### config.mk
export PLATFORM = sky130hd
export DESIGN_NAME = wb_port_arbiter
export DESIGN_NICKNAME = d
export VERILOG_FILES = /design/src/rtl/wb_port_arbiter.sv
export SDC_FILE = /design/constraint.sdc
export NUM_CORES = 1
export LEC_CHECK = 0
export ABC_AREA = 1
export BUFFER_PORTS_ARGS = -buffer_cell sky130_fd_sc_hd__buf_2
export CELL_PAD_IN_SITES_DETAIL_PLACEMENT = 1
export CELL_PAD_IN_SITES_GLOBAL_PLACEMENT = 1
export CORE_AREA = 2 2 135 137
export CTS_BUF_LIST = sky130_fd_sc_hd__clkbuf_4 sky130_fd_sc_hd__clkbuf_8
export DETAILED_ROUTE_END_ITERATION = 6
export DIE_AREA = 0 0 137 139
export PLACE_DENSITY = 0.74
export SYNTH_ARGS = -nofsm -noshare
export SYNTH_HDL_FRONTEND = slang
export SYNTH_SLANG_ARGS = --single-unit
### constraint.sdc
create_clock -name i_clk -period 2.7 [get_ports i_clk]
set_input_delay 0.27 -clock i_clk [delete_from_list [all_inputs] [get_ports i_clk]]
set_output_delay 0.27 -clock i_clk [all_outputs]
set_load 0.05 [all_outputs]
### src/rtl/wb_port_arbiter.sv
// Single regfile write-port arbiter: in-order pipeline writeback vs. out-of-order MDU result.
// Pipeline has priority, an aging counter forces a starved MDU result, and the winning write is registered.
module wb_port_arbiter #(
    parameter int CPU_WIDTH  = 64,
    parameter int REG_ADDR_W = 5,
    parameter int MAX_WAIT   = 4
) (
    input  logic                  i_clk,
    input  logic                  i_rst_n,
    input  logic                  i_wb_valid,
    input  logic                  i_wb_rd_wen,
    input  logic [REG_ADDR_W-1:0] i_wb_rd_idx,
    input  logic [CPU_WIDTH-1:0]  i_wb_data,
    output logic                  o_wb_ready,
    input  logic                  i_mdu_valid,
    input  logic [REG_ADDR_W-1:0] i_mdu_rd_idx,
    input  logic [CPU_WIDTH-1:0]  i_mdu_data,
    output logic                  o_mdu_ready,
    output logic                  o_rf_wen,
    output logic [REG_ADDR_W-1:0] o_rf_idx,
    output logic [CPU_WIDTH-1:0]  o_rf_data,
    output logic                  o_dbg_state
);

    // Handshake: a transfer happens on any cycle where valid & ready are both 1; the
    // requester holds idx/data stable until then, and readies never depend on data.

    typedef enum logic [0:0] {S_PIPE = 1'b0, S_FORCE = 1'b1} state_e;

    localparam int CNT_W = 4;
    localparam logic [CNT_W-1:0] WAIT_MAX  = CNT_W'(MAX_WAIT);
    localparam logic [CNT_W-1:0] WAIT_LAST = CNT_W'(MAX_WAIT - 1);

    state_e                state_q, state_d;
    logic [CNT_W-1:0]      wait_cnt_q, wait_cnt_d;
    logic                  rf_wen_q, rf_wen_d;
    logic [REG_ADDR_W-1:0] rf_idx_q, rf_idx_d;
    logic [CPU_WIDTH-1:0]  rf_data_q, rf_data_d;

    logic wb_need, mdu_need, waw;
    logic wb_rdy, mdu_rdy, wb_win, mdu_win;

    always_comb begin
        wb_need  = i_wb_valid & i_wb_rd_wen & (i_wb_rd_idx != '0);
        mdu_need = i_mdu_valid & (i_mdu_rd_idx != '0);
        waw      = wb_need & mdu_need & (i_wb_rd_idx == i_mdu_rd_idx);

        wb_rdy  = 1'b0;
        mdu_rdy = 1'b0;
        wb_win  = 1'b0;
        mdu_win = 1'b0;
        state_d = state_q;

        if (!i_rst_n) begin
            state_d = S_PIPE;
        end else if (waw) begin
            // The pipeline write is younger, so the MDU result is consumed and dropped.
            wb_rdy  = 1'b1;
            mdu_rdy = 1'b1;
            wb_win  = 1'b1;
            state_d = S_PIPE;
        end else begin
            case (state_q)
                S_PIPE: begin
                    if (wb_need) begin
                        wb_rdy  = 1'b1;
                        wb_win  = 1'b1;
                        mdu_rdy = ~mdu_need;
                        if (mdu_need && wait_cnt_q == WAIT_LAST) state_d = S_FORCE;
                    end else begin
                        wb_rdy  = 1'b1;
                        mdu_rdy = 1'b1;
                        mdu_win = mdu_need;
                    end
                end
                S_FORCE: begin
                    mdu_rdy = 1'b1;
                    mdu_win = mdu_need;
                    wb_rdy  = ~wb_need;
                    state_d = S_PIPE;
                end
                default: state_d = S_PIPE;
            endcase
        end

        wait_cnt_d = wait_cnt_q;
        if (!i_mdu_valid || mdu_rdy) begin
            wait_cnt_d = '0;
        end else if (mdu_need && wait_cnt_q < WAIT_MAX) begin
            wait_cnt_d = wait_cnt_q + 1'b1;
        end

        rf_wen_d  = wb_win | mdu_win;
        rf_idx_d  = rf_idx_q;
        rf_data_d = rf_data_q;
        if (wb_win) begin
            rf_idx_d  = i_wb_rd_idx;
            rf_data_d = i_wb_data;
        end else if (mdu_win) begin
            rf_idx_d  = i_mdu_rd_idx;
            rf_data_d = i_mdu_data;
        end
    end

    always_ff @(posedge i_clk or negedge i_rst_n) begin
        if (!i_rst_n) begin
            state_q    <= S_PIPE;
            wait_cnt_q <= '0;
            rf_wen_q   <= 1'b0;
            rf_idx_q   <= '0;
            rf_data_q  <= '0;
        end else begin
            state_q    <= state_d;
            wait_cnt_q <= wait_cnt_d;
            rf_wen_q   <= rf_wen_d;
            rf_idx_q   <= rf_idx_d;
            rf_data_q  <= rf_data_d;
        end
    end

    assign o_wb_ready  = wb_rdy;
    assign o_mdu_ready = mdu_rdy;
    assign o_rf_wen    = rf_wen_q;
    assign o_rf_idx    = rf_idx_q;
    assign o_rf_data   = rf_data_q;
    assign o_dbg_state = state_q;

endmodule

## After elaboration in Yosys (flattened, before gate mapping)

Cells that the tools add are included.

- Input bits: 143
- Bits in registers: 75

- Eq/ne operators: 2
- Multiplexer cells: 26
- Reduce and logical (&&, ||, !) cells: 8
- Add/sub/neg operators: 1
- Bitwise gates (word level): 9
- Order comparisons: 1

Operators by type and width:

| cell | number |
|---|---|
| $mux W64 | 2 |
| $mux W1 | 16 |
| $mux W5 | 2 |
| $reduce_bool A5 Y1 | 2 |
| $mux W4 | 2 |
| $pmux W1 S2 | 4 |
| $and A1 B1 Y1 | 5 |
| $eq A5 B5 Y1 | 1 |
| $add A4 B1 Y4 const B | 1 |
| $eq A4 B2 Y1 const B | 1 |
| $lt A4 B3 Y1 const B | 1 |
| $reduce_bool A2 Y1 | 2 |
| $not A1 Y1 | 3 |
| $logic_and A1 B1 Y1 | 2 |
| $logic_not A1 Y1 | 1 |
| $logic_or A1 B1 Y1 | 1 |
| $or A1 B1 Y1 | 1 |

## Logic depth before layout (Yosys ltp)

- Depth in word-level cells: 9
- Depth in mapped cells: 13
- Gate-level depth less buffers: 11

## Worst setup path after synthesis

Ideal clock, no wire load.

- Path kind: register to register
- Start: register state_q, in the netlist o_dbg_state
- End: register rf_data_q[10], in the netlist o_rf_data[10]
- Library setup time: 66 ps
- Setup slack: 1064 ps
- Cell stages (with the launch flop): 9
- Clock period less this slack: 1636 ps
- Arrival time: 1570 ps
- Cells stage by stage: dfrtp_1 -> inv_1 -> nand3_2 -> nand2_2 -> inv_2 -> buf_4 -> buf_2 -> nand2_1 -> nand2_1

- Longest elaborated chain between the ends: 5
- Elaborated cells on any way between the ends: 9
- Those cells by class: mux (7); bitwise (1); reduce/logical (1)

RTL lines:

| item | line | text |
|---|---|---|
| from (decl) | 34 | `state_e state_q, state_d;` |
| from (signal assigned) | 113 | `state_q <= state_d;` |
| $not A1 Y1 | n/a |  |
| $pmux W1 S2 | 63 | `case (state_q)` |
| $mux W1 | 56 | `end else if (waw) begin` |
| $mux W1 | 54 | `if (!i_rst_n) begin` |
| $reduce_bool A2 Y1 (no line) | n/a |  |
| to (signal assigned) | 117 | `rf_data_q <= rf_data_d;` |
| to (decl) | 38 | `logic [CPU_WIDTH-1:0] rf_data_q, rf_data_d;` |

Several ways; a longest one is shown, not always the timed one.
A chain may end at the register's enable or synchronous reset.

## Worst setup path in the final report

- Start: input i_rst_n
- End: output o_mdu_ready

- Longest elaborated chain between the ends: 1

RTL lines:

| item | line | text |
|---|---|---|
| from (decl) | 9 | `input logic i_rst_n,` |
| $mux W1 | 54 |  |
| to (decl) | 18 | `output logic o_mdu_ready,` |

Every way passes these cells.

==> metrics.yaml <==
floorplan:
  die-area_um2: 19000
  dieHeight_um: 139
  start_util_pct: 24.5
  ioPinCount: 216
  fp.dieW_um: 137
  rows: 49
  core_area_um2: 17700
power_and_ir_drop:
  power_mw: 3.56
  p_per_area_nw_per_um2: 613
  comb_power_share_pct: 37.5
  seq_power_share_pct: 38.9
  net-switching-power_mw: 1.52
  ir_drop_uv: 224
  p_clk_share_pct: 23.6
  p_leak_nw: 3.71
  swShare_pct: 42.8
  p_int_mw: 2.04
cts:
  clock-sinks: 75
  clockRootBuffer: "clkbuf_8"
  cts_buffers: 9
  clk_path_buf_depth: 2
  htree_levels: 3
  insertion_delay_ns: 0.36
  clk_pin_slew_worst_paths_ns: 0.08
  cts_tree: "yes"
synthesis:
  syn_area_um2: 4320
  netlist-cell-type-count: 18
  yosys_warnings: 0
  synthesis.nets: 802
  avgSynthCellArea_um2: 6.57
  synth_cells: 658
  yosysSeqAreaShare_pct: 43.4
  ys_ff_latch: 75
sta:
  rsz0062_at_grt: "false"
  fmax_ghz: 0.425
  period_minus_slack_ns: 2.35
  maxSlewViolCount: 0
  hold_violations: 0
  finalSetupViolations: 0
  slew_headroom_pct: 44.8
  period_share_pct: 87.0
  finalSetupTns_ns: 0
  tightest_slew_ns: 0.828
  finalClockSkew_ns: 0.00652
finish:
  layout_common_cells: "nand2_1, buf_2, inv_1, nand3_1, dfrtp_1"
  final_common_cell: "nand2_1"
  n_antenna_cell: 0
  area_growth_pct: 34.3
  layout.nets: 1002
  layout-drive-gt1-share_pct: 28.4
  design_area_um2: 5810
  final_cell_count_no_fill: 1092
drt:
  routedLengthMet1_mm: 6.72
  drc: 0
  viasPerCell: 4.30
  routed-wl-met2_mm: 7.12
  firstDrtPassIters: 4
  vias: 4693
  drtIter0Drc: 153
  wire_per_inst_um: 13.8
  wl_met3_mm: 1.10
  wirelength_mm: 15.1
  dr.max_layer_used: "met4"
  postRouteAntennaNets: 0
worst_setup_path:
  cp_top_family: "buffers and inverters"
  crit_path_max_fanout: 23
  cpMaxStageDelayCell: "dlygate4sd3_1"
  startpoint_type: "primary input"
  critical_path_class: "primary input to output port"
  crit_buf_inv: 5
  path_cells: "dlygate4sd3_1, buf_4, buf_4, o21ai_0, inv_1, buf_2"
  critPathCaptureType: "output port"
  arrival_ns: 2.08
  crit_path_frequent_cell: "buf_4"
  slowest_delay_ns: 0.53
  worstPathRequired_ns: 2.43
global_routing:
  grtUsageTotal_pct: 16.4
  grt_pass1_wl_mm: 24.7
  first_global_vias: 4948
  antenna_found_initial: 0
  grt_max_degree: 72
  overflow: 0
run_status:
  status: "finished clean"
placed_design:
  io_buffers: 215
  dp_hpwl_mm: 10.5
  placed_area_um2: 5610
  gp_congestion: 0.744
  placedCellCount: 1075
worst_hold_path:
  min_path_type: "primary input to flop"
flow_run:
  drv_cap: 0
[final timing paths]
path,start,end,slack (ns),cells past startpoint
min in group asynchronous,i_rst_n,o_rf_idx[1],0.36,2
worst max-delay path,i_rst_n,o_mdu_ready,0.35,6
worst min register to register,o_rf_data[61],o_rf_data[61],0.48,2
worst max register to register,o_dbg_state,o_rf_data[54],0.72,6
max in group asynchronous,i_rst_n,o_rf_data[30],1.50,3
worst min-delay path,i_wb_data[3],o_rf_data[3],0.20,5
[sequential cells by signal, indices dropped and copies added (netlist names)]
signal	flops
o_rf_idx	5
o_rf_data	64
o_rf_wen	1
o_dbg_state	1
wait_cnt_q	4
[timing repair]
item | in CTS | in global routing
setup buffers | 0 | 0
hold buffers | 1 | 0
gates resized for setup | 0 | 0
hold endpoints to repair | 16 | 0
[tightest hold or removal path: stages]
cell and delay, ns:
buf_2 0.07, inv_1 0.03, nand2_1 0.05, nand3_1 0.06, nand2_1 0.05
[stage by stage]
step / util (%) / hold WS, ns / setup WS (ns)
2_1_floorplan: - / -0.0256 / 1.06
4_1_cts: 32.9 / 0.167 / 0.283
5_1_grt: 32.9 / 0.181 / 0.201
3_5_place_dp: 31.8 / 0.198 / 0.411
6_report: 32.9 / 0.202 / 0.350
3_3_place_gp: 31.8 / 0.198 / 0.445
[power by group through the flow]
stage	sequential, mW	clock (mW)	combinational, mW
floorplan	1.99	0	0.329
global placement	1.40	0	1.33
detailed placement	1.40	0	1.35
CTS	1.39	0.895	1.36
global route	1.41	0.939	1.44
finish	1.38	0.841	1.34
[layout make-up]
class | count | area (um2)
Fill cell | 2367 | 11900
Sequential cell | 75 | 1880
Multi-Input combinational cell | 396 | 1720
Timing Repair Buffer | 224 | 1170
Inverter | 152 | 571
Tap cell | 229 | 287
Clock buffer | 14 | 174
Clock inverter | 2 | 10.0
[synth_stat cells (all sizes together)]
master | count | area [um2]
xor2 | 1 | 8.76
nand3 | 144 | 731
ha | 1 | 12.5
dfrtp | 75 | 1880
nor2 | 13 | 48.8
o31a | 1 | 8.76
o21ai | 4 | 20.0
buf | 24 | 128
nand2 | 231 | 872
clkbuf | 11 | 41.3
inv | 152 | 571
nor4 | 1 | 6.26
[kinds of logic after synthesis]
logic type	after synthesis	synth area share [%]
AO/OA/AOI/OAI	5	0.666
AND/OR/NAND/NOR	389	38.3
flip-flops	75	43.4
buffers and inverters	187	17.1
XOR/XNOR	1	0.203
adder cells (fa/ha/maj)	1	0.289
[routing by layer]
layer  GRT usage, %  up-vias
li1               -     2350
met1           20.4     2195
met2           27.4      137
met3           5.15       11
met4           3.74        0
met5              0        -
(Power assumes the default switching activity.)
